### config.mk
export PLATFORM = sky130hd
export DESIGN_NAME = lsu_mem_stage_flat
export DESIGN_NICKNAME = d
export VERILOG_FILES = /design/src/rtl/lsu_mem_stage_if.sv /design/src/rtl/lsu_mem_stage.sv /design/src/flat_wrapper.sv
export SDC_FILE = /design/constraint.sdc
export NUM_CORES = 1
export LEC_CHECK = 0
export BUFFER_PORTS_ARGS = -buffer_cell sky130_fd_sc_hd__clkbuf_2
export CORE_ASPECT_RATIO = 1.25
export CORE_MARGIN = 8
export CORE_UTILIZATION = 45
export CTS_CLUSTER_DIAMETER = 80
export CTS_CLUSTER_SIZE = 25
export DETAILED_ROUTE_END_ITERATION = 7
export PLACE_DENSITY_LB_ADDON = 0.2
export SLEW_MARGIN = 40
export SYNTH_ARGS = -nofsm -noshare
export SYNTH_HDL_FRONTEND = slang
export SYNTH_SLANG_ARGS = --single-unit
### constraint.sdc
create_clock -name clk -period 4.4 [get_ports clk]
set_clock_uncertainty 0.1 [all_clocks]
set_input_delay 1.1 -clock clk [delete_from_list [all_inputs] [get_ports clk]]
set_output_delay 1.1 -clock clk [all_outputs]
set_load 0.02 [all_outputs]
### src/rtl/lsu_mem_stage_if.sv
// lsu_mem_stage_if: data-memory req/gnt/rvalid bus between the LSU (master) and memory (slave)
interface lsu_mem_stage_if;
  logic        dmem_req;
  logic        dmem_we;
  logic [31:0] dmem_addr;
  logic [3:0]  dmem_be;
  logic [31:0] dmem_wdata;
  logic        dmem_gnt;
  logic        dmem_rvalid;
  logic [31:0] dmem_rdata;
  modport master (output dmem_req, dmem_we, dmem_addr, dmem_be, dmem_wdata,
                  input dmem_gnt, dmem_rvalid, dmem_rdata);
  modport slave (input dmem_req, dmem_we, dmem_addr, dmem_be, dmem_wdata,
                 output dmem_gnt, dmem_rvalid, dmem_rdata);
endinterface

### src/rtl/lsu_mem_stage.sv
// lsu_mem_stage: one data-memory transaction per load/store, load alignment/extension and writeback select
module lsu_mem_stage #(
  parameter int TIMEOUT_CYCLES = 16,
  parameter int TW = 5
) (
  input  logic        clk,
  input  logic        rst,
  input  logic        start,
  input  logic [6:0]  opcode,
  input  logic [2:0]  func3,
  input  logic        su,
  input  logic [1:0]  whb,
  input  logic [1:0]  wos,
  input  logic [31:0] alu_result,
  input  logic [31:0] store_data,
  input  logic [31:0] imm,
  input  logic [31:0] PC_4,
  lsu_mem_stage_if.master dmem,
  output logic [31:0] Data_WB,
  output logic        wb_valid,
  output logic        stall,
  output logic        err_misaligned,
  output logic        err_timeout
);
  localparam logic [6:0] OP_LD = 7'b0000011;
  localparam logic [6:0] OP_ST = 7'b0100011;
  localparam logic [TW-1:0] LAST = TW'(TIMEOUT_CYCLES - 1);
  typedef enum logic [1:0] {IDLE, REQ, WAIT, DONE} state_t;
  state_t state, state_n;
  logic [TW-1:0] cnt, cnt_n;
  logic wb_n, mis_n, to_n, lat;
  logic [31:0] wbd_n;
  logic st_q, su_q;
  logic [1:0] whb_q, wos_q;
  logic [3:0] be_q;
  logic [31:0] addr_q, wdata_q, imm_q, pc4_q;
  logic unused_func3;
  assign unused_func3 = ^func3;
  function automatic logic [31:0] wb_sel(input logic [1:0] w, input logic [31:0] a, l, p, i);
    return w == 2'b00 ? a : w == 2'b01 ? l : w == 2'b10 ? p : i;
  endfunction
  logic [1:0] k;
  logic mem_op, misaligned;
  logic [3:0] be_in;
  assign k = alu_result[1:0];
  assign mem_op = opcode == OP_LD || opcode == OP_ST;
  assign misaligned = (whb == 2'b01 && k[0]) || (whb[1] && k != 2'b00);
  assign be_in = whb[1] ? 4'b1111 : whb[0] ? 4'b0011 << k : 4'b0001 << k;
  // whb = 11 falls into the word path, so its lane is always unshifted
  logic [31:0] lane, ext, ld_wb;
  assign lane = dmem.dmem_rdata >> {addr_q[1:0], 3'b000};
  assign ext = whb_q == 2'b00 ? {{24{su_q & lane[7]}}, lane[7:0]} :
               whb_q == 2'b01 ? {{16{su_q & lane[15]}}, lane[15:0]} : lane;
  assign ld_wb = st_q ? '0 : wb_sel(wos_q, addr_q, ext, pc4_q, imm_q);
  assign stall = state == REQ || state == WAIT;
  assign dmem.dmem_req = state == REQ;
  assign dmem.dmem_we = dmem.dmem_req & st_q;
  assign dmem.dmem_addr = dmem.dmem_req ? {addr_q[31:2], 2'b00} : '0;
  assign dmem.dmem_be = dmem.dmem_req ? be_q : '0;
  assign dmem.dmem_wdata = dmem.dmem_req ? wdata_q : '0;
  always_comb begin
    state_n = state;
    cnt_n = cnt;
    wb_n = 1'b0;
    wbd_n = Data_WB;
    mis_n = 1'b0;
    to_n = 1'b0;
    lat = 1'b0;
    case (state)
      IDLE: if (start) begin
        if (!mem_op) begin
          wb_n = 1'b1;
          wbd_n = wb_sel(wos, alu_result, '0, PC_4, imm);
        end else if (misaligned) begin
          wb_n = 1'b1;
          wbd_n = '0;
          mis_n = 1'b1;
        end else begin
          lat = 1'b1;
          cnt_n = '0;
          state_n = REQ;
        end
      end
      REQ, WAIT: begin
        // a grant with same-cycle rvalid skips WAIT entirely
        if (state == REQ ? dmem.dmem_gnt && dmem.dmem_rvalid : dmem.dmem_rvalid) begin
          state_n = DONE;
          wb_n = 1'b1;
          wbd_n = ld_wb;
        end else if (state == REQ && dmem.dmem_gnt) begin
          state_n = WAIT;
          cnt_n = '0;
        end else if (cnt == LAST) begin
          state_n = IDLE;
          wb_n = 1'b1;
          wbd_n = '0;
          to_n = 1'b1;
        end else begin
          cnt_n = cnt + TW'(1);
        end
      end
      default: state_n = IDLE;
    endcase
  end
  always_ff @(posedge clk or negedge rst) begin
    if (!rst) begin
      state <= IDLE;
      cnt <= '0;
      Data_WB <= '0;
      wb_valid <= 1'b0;
      err_misaligned <= 1'b0;
      err_timeout <= 1'b0;
      st_q <= 1'b0;
      su_q <= 1'b0;
      whb_q <= '0;
      wos_q <= '0;
      be_q <= '0;
      addr_q <= '0;
      wdata_q <= '0;
      imm_q <= '0;
      pc4_q <= '0;
    end else begin
      state <= state_n;
      cnt <= cnt_n;
      Data_WB <= wbd_n;
      wb_valid <= wb_n;
      err_misaligned <= mis_n;
      err_timeout <= to_n;
      if (lat) begin
        st_q <= opcode == OP_ST;
        su_q <= su;
        whb_q <= whb;
        wos_q <= wos;
        be_q <= be_in;
        addr_q <= alu_result;
        wdata_q <= store_data << {k, 3'b000};
        imm_q <= imm;
        pc4_q <= PC_4;
      end
    end
  end
endmodule
### src/flat_wrapper.sv
// flat-port wrapper written by rule: the top's interface ports become plain ports
module lsu_mem_stage_flat 
#(
  parameter int TIMEOUT_CYCLES = 16,
  parameter int TW = 5
)
  (clk, rst, start, opcode, func3, su, whb, wos, alu_result, store_data, imm, PC_4, Data_WB, wb_valid, stall, err_misaligned, err_timeout, dmem_dmem_req, dmem_dmem_we, dmem_dmem_addr, dmem_dmem_be, dmem_dmem_wdata, dmem_dmem_gnt, dmem_dmem_rvalid, dmem_dmem_rdata);
  lsu_mem_stage_if dmem_i ();
  input  logic clk;
  input  logic rst;
  input  logic start;
  input  logic [6:0] opcode;
  input  logic [2:0] func3;
  input  logic su;
  input  logic [1:0] whb;
  input  logic [1:0] wos;
  input  logic [31:0] alu_result;
  input  logic [31:0] store_data;
  input  logic [31:0] imm;
  input  logic [31:0] PC_4;
  output logic [31:0] Data_WB;
  output logic wb_valid;
  output logic stall;
  output logic err_misaligned;
  output logic err_timeout;
  output wire logic [$bits(dmem_i.dmem_req)-1:0] dmem_dmem_req;
  output wire logic [$bits(dmem_i.dmem_we)-1:0] dmem_dmem_we;
  output wire logic [$bits(dmem_i.dmem_addr)-1:0] dmem_dmem_addr;
  output wire logic [$bits(dmem_i.dmem_be)-1:0] dmem_dmem_be;
  output wire logic [$bits(dmem_i.dmem_wdata)-1:0] dmem_dmem_wdata;
  input wire logic [$bits(dmem_i.dmem_gnt)-1:0] dmem_dmem_gnt;
  input wire logic [$bits(dmem_i.dmem_rvalid)-1:0] dmem_dmem_rvalid;
  input wire logic [$bits(dmem_i.dmem_rdata)-1:0] dmem_dmem_rdata;
  assign dmem_dmem_req = dmem_i.dmem_req;
  assign dmem_dmem_we = dmem_i.dmem_we;
  assign dmem_dmem_addr = dmem_i.dmem_addr;
  assign dmem_dmem_be = dmem_i.dmem_be;
  assign dmem_dmem_wdata = dmem_i.dmem_wdata;
  assign dmem_i.dmem_gnt = dmem_dmem_gnt;
  assign dmem_i.dmem_rvalid = dmem_dmem_rvalid;
  assign dmem_i.dmem_rdata = dmem_dmem_rdata;
  lsu_mem_stage #(.TIMEOUT_CYCLES(TIMEOUT_CYCLES), .TW(TW)) u_core (.clk(clk), .rst(rst), .start(start), .opcode(opcode), .func3(func3), .su(su), .whb(whb), .wos(wos), .alu_result(alu_result), .store_data(store_data), .imm(imm), .PC_4(PC_4), .dmem(dmem_i), .Data_WB(Data_WB), .wb_valid(wb_valid), .stall(stall), .err_misaligned(err_misaligned), .err_timeout(err_timeout));
endmodule
# After elaboration in Yosys (flattened, before gate mapping)

Cells that the tools add are included.

Output and inout bits: 106
Bits in registers: 180
Input port bits: 180

Add/subtract/negate cells: 1
Muxes and demuxes: 52
Bitwise operators: 3
Reduce and logical (&&, ||, !) cells: 17
Shift-type cells: 4
Equal/unequal tests: 20

Operators by type and width:

| cell                | count |
|---|---|
| $mux 32             | 17 |
| $pmux 32 s2         | 1 |
| $shl 32x5->32       | 1 |
| $shr 32x5->32       | 1 |
| $mux 5              | 6 |
| $mux 1              | 16 |
| $mux 2              | 6 |
| $mux 4              | 3 |
| $eq 2x1->1 const B  | 5 |
| $pmux 5 s2          | 1 |
| $logic_not 2->1     | 4 |
| $eq 7x2->1 const B  | 1 |
| $eq 7x6->1 const B  | 1 |
| $eq 2x2->1 const B  | 3 |
| $ne 2x2->1 const B  | 3 |
| $ne 3x2->1 const B  | 2 |
| $reduce_and 6->1    | 1 |
| $add 5x1->5 const B | 1 |
| $eq 5x4->1 const B  | 1 |
| $reduce_and 5->1    | 1 |
| $logic_and 1x1->1   | 4 |
| $ne 4x1->1 const B  | 1 |
| $pmux 2 s2          | 1 |
| $reduce_and 4->1    | 1 |
| other kinds (10)    | 15 |

# Depth between registers and ports, before layout

Depth after elaboration: 9
Gate-level depth with buffers: 11
Mapped depth without buffers: 7

# Worst setup path before layout

Ideal clock, no wire load.

Path kind: register to output
Start point: reg u_core.state[1]
End point: out dmem_dmem_addr[10]
Cell stages (with the launch flop): 7
Data required time: 3200 ps
Arrival: 1630 ps
Slack: 1570 ps
Buffers on the path: 3
Path through: dfrtp_1 inv_1 ha_1 clkbuf_2 clkbuf_1 clkbuf_1 and2_1

Word-level cells in the longest chain between the ends: 2

RTL lines:

| element                 | RTL line             | RTL |
|---|---|---|
| start, declared         | lsu_mem_stage.sv:29  | `state_t state, state_n;` |
| start signal, assigned  | lsu_mem_stage.sv:123 | `state <= state_n;` |
| $eq 2x1->1              | lsu_mem_stage.sv:56  | `assign dmem.dmem_req = state == REQ;` |
| named net dmem_dmem_req | flat_wrapper.sv:26   | `output wire logic [$bits(dmem_i.dmem_req)-1:0] dmem_dmem_req;` |
| $mux 32                 | lsu_mem_stage.sv:58  | `assign dmem.dmem_addr = dmem.dmem_req ? {addr_q[31:2], 2'b00} : '0;` |
| end, declared           | flat_wrapper.sv:28   | `output wire logic [$bits(dmem_i.dmem_addr)-1:0] dmem_dmem_addr;` |

The timed path passes the listed nets, and every way through them passes these cells.

# Final worst setup path

Start point: reg u_core.state[1]
End point: out dmem_dmem_addr[8]

Word-level cells in the longest chain between the ends: 2

RTL lines:

| element    | RTL line |
|---|---|
| $eq 2x1->1 | lsu_mem_stage.sv:56 |
| $mux 32    | lsu_mem_stage.sv:58 |

Every way passes these cells.

==> impl_metrics.toml <==
[logic_synthesis]
ys_warn_count = 0
muxShareOfSynthArea_pct = 21.9
synth_edf_count = 0
syn_area_per_cell_sq_um = 10.4
synth-simple-area-share_pct = 14.0
synth_top_family_by_area = "multiplexers"
synth_fa_ha_area_share_pct = 0.581
synth.largest_area_cell = "dfrtp_1"
synth-async-reset-ratio_pct = 100
synthTopCellsByCount = "180 x dfrtp_1, 158 x mux2_2, 75 x and2_1, 70 x clkbuf_1, 54 x nand2_1"
synth_flop_cell = "dfrtp_1"
synthTopCellsByArea = "dfrtp_1 42%, mux2_2 17%, and2_1 4.4%"
synth-seq-area-share_pct = 41.8
synth-compound-area-share_pct = 17.4
synth_top_area_share_pct = 41.8
ys_ff_latch = 180
synth-xor-area-share_pct = 0
netlist_instances = 1033
mappedNetlistArea_sq_um = 10800
synth_most_common_cell = "dfrtp_1"
synth_cell_types = 57

[setup_path]
critPathCaptureType = "output pin"
max_stage_delay_ps = 550
required_ps = 3200
rr_worst_depth = 8
crit_arrival_ps = 2190
crit_type = "reg -> out"
slowest_stage = "ha_2"
path_cells = "inv_1, ha_2, buf_12, and2_1, clkbuf_2"
cp_max_fo = 51
startpoint_type = "flop"

[detailed_routing]
num_vias = 9531
first_pass_iters = 6
routed_via_density = 6.11
drc_errors = 0
wire_per_inst_um = 23.5
finalWirelength_mm = 36.7
drt_iter0_markers = 701
drtAntennaViolNets = 0

[cts]
postCtsSetupRepairBufs = 0
htree_levels = 4
cts_resized = 0
clock-sinks = 180
ctsHoldBuffers = 0
clk_pin_slew_ps = 70
numCtsBuffers = 17
insertion_delay_ps = 430
cts_tree = "done"
cts_buffer_depth = 2
cts_root_buffer = "clkbuf_16"

[min_path]
hold_path.class = "reg -> reg"
hold_depth = 2

[floorplanning]
core-area_sq_um = 23600
row_count = 63
dieWidth_um = 154
start_util_pct = 45.6
io_pins = 286
die_area_sq_um = 29200
die_h_um = 189

[global_routing]
grt_pass1_wl_mm = 56.1
grt_usage_pct = 24.8
grt_start_max_net_pins = 167
overflow = 0
grt_pass1_vias = 9753
antenna_found_initial = 4

[placed_design]
gp_congestion = 0.870
port_buffers = 280
post-dp-hpwl_mm = 25.9

[sta]
slew_headroom_pct = 40.0
tns_ps = 0
period_share_pct = 77.1
slew_violations = 0
rsz0062_at_grt = "false"
max_freq_mhz = 295
final-setup-viol-count = 0
tightest_slew_ps = 898
hold_viol = 0
hold_ws_ps = 365
min_period_ps = 3390

[status]
status = "completed"

[power_and_ir_drop]
p_leak_uw = 0.00608
p_per_area_nw_per_um2 = 458
max-vdd-ir-drop_mv = 0.286

[finish]
fillers = 2196
drive_gt1_share_pct = 40.6
syn_to_final_growth_pct = 20.0
nets = 1439

[run]
maxCapViolations = 0
## worst paths after layout
kind                               startpoint                 end  slack (ps)
max                           u_core.state[1]   dmem_dmem_addr[8]        1010
min                        u_core.wdata_q[14]  u_core.wdata_q[14]         370
max reg2reg                   u_core.state[1]   u_core.Data_WB[4]        1360
min reg2reg                u_core.wdata_q[14]  u_core.wdata_q[14]         370
max in group asynchronous                 rst    u_core.addr_q[0]        2760
min in group asynchronous                 rst  u_core.wdata_q[14]         530
## sequential cells by signal, indices dropped and copies added, names as in the netlist, 2 cells and up
signal          cells
u_core.addr_q      32
u_core.pc4_q       32
u_core.wdata_q     32
u_core.wos_q        2
u_core.cnt          5
u_core.whb_q        2
u_core.Data_WB     32
u_core.imm_q       32
u_core.state        2
u_core.be_q         4
## power by group
group          switching, uW  total [uW]  internal (uW)
Combinational           1510        2370            861
Clock                    674        1410            732
Sequential               201        2140           1940
## per-layer routing
| layer | track usage, % | vias to the layer above | part of all wire, % |
|---|---|---|---|
| met2 | 42.3 | 399 | 51 |
| met1 | 30.3 | 4771 | 40 |
| met3 | 5.31 | 45 | 6.8 |
| met4 | 9.14 | 2 | 2.1 |
| li1 | - | 4314 | - |
| met5 | 0 | - | 0.035 |
## placed cells by master (no fill, tap or decap), types with 18 or more instances in the layout
master / netlist / final
clkbuf_2: 1 / 279
a22oi_1: 31 / 31
nor2b_1: 29 / 29
mux2i_1: 44 / 43
dfrtp_1: 180 / 177
and2_1: 75 / 75
a31oi_1: 45 / 45
mux2_2: 158 / 158
o21ai_0: 30 / 30
a21oi_1: 20 / 20
nor2_1: 21 / 20
nand2_1: 54 / 54
a22o_1: 18 / 18
buf_4: 5 / 22
nor3_1: 19 / 19
## kinds of logic after synthesis
group / count (synthesis)
compound gates: 258
fa+ha+maj: 5
buf+inv: 112
flops: 180
mux: 208
other cells: 1
simple gates: 269
## worst max-delay path: cells and delay by family, from the launching register on
family	cells	cell delay, ps
DFF	1	400
adders and majority gates	1	550
buffers and inverters	3	590
and+or+nand+nor	1	200
## layout make-up
type / instances / area [sq um] / area share [%]
well taps: 292 / 365 / 2.83
diodes: 3 / 7.51 / 0.0581
flip-flops and latches: 180 / 4510 / 34.9
repair buffers: 305 / 1630 / 12.6
clock inverters: 12 / 86.3 / 0.668
inverters: 8 / 30.0 / 0.232
clock buffers: 18 / 439 / 3.40
multi-input cells: 742 / 5860 / 45.3
## stage by stage
stage,util (%),instance area [sq um],setup slack [ps],std cells,total power (uW)
floorplan,-,10800,1570,1034,3640
global placement,52.3,12400,1090,1527,4480
detailed placement,52.4,12400,1100,1527,4520
CTS,54.6,12900,1020,1557,5930
global route,54.7,12900,830,1560,6220
finish,54.7,12900,1010,1560,5920
Note: power is estimated with default switching activity, not from simulation.
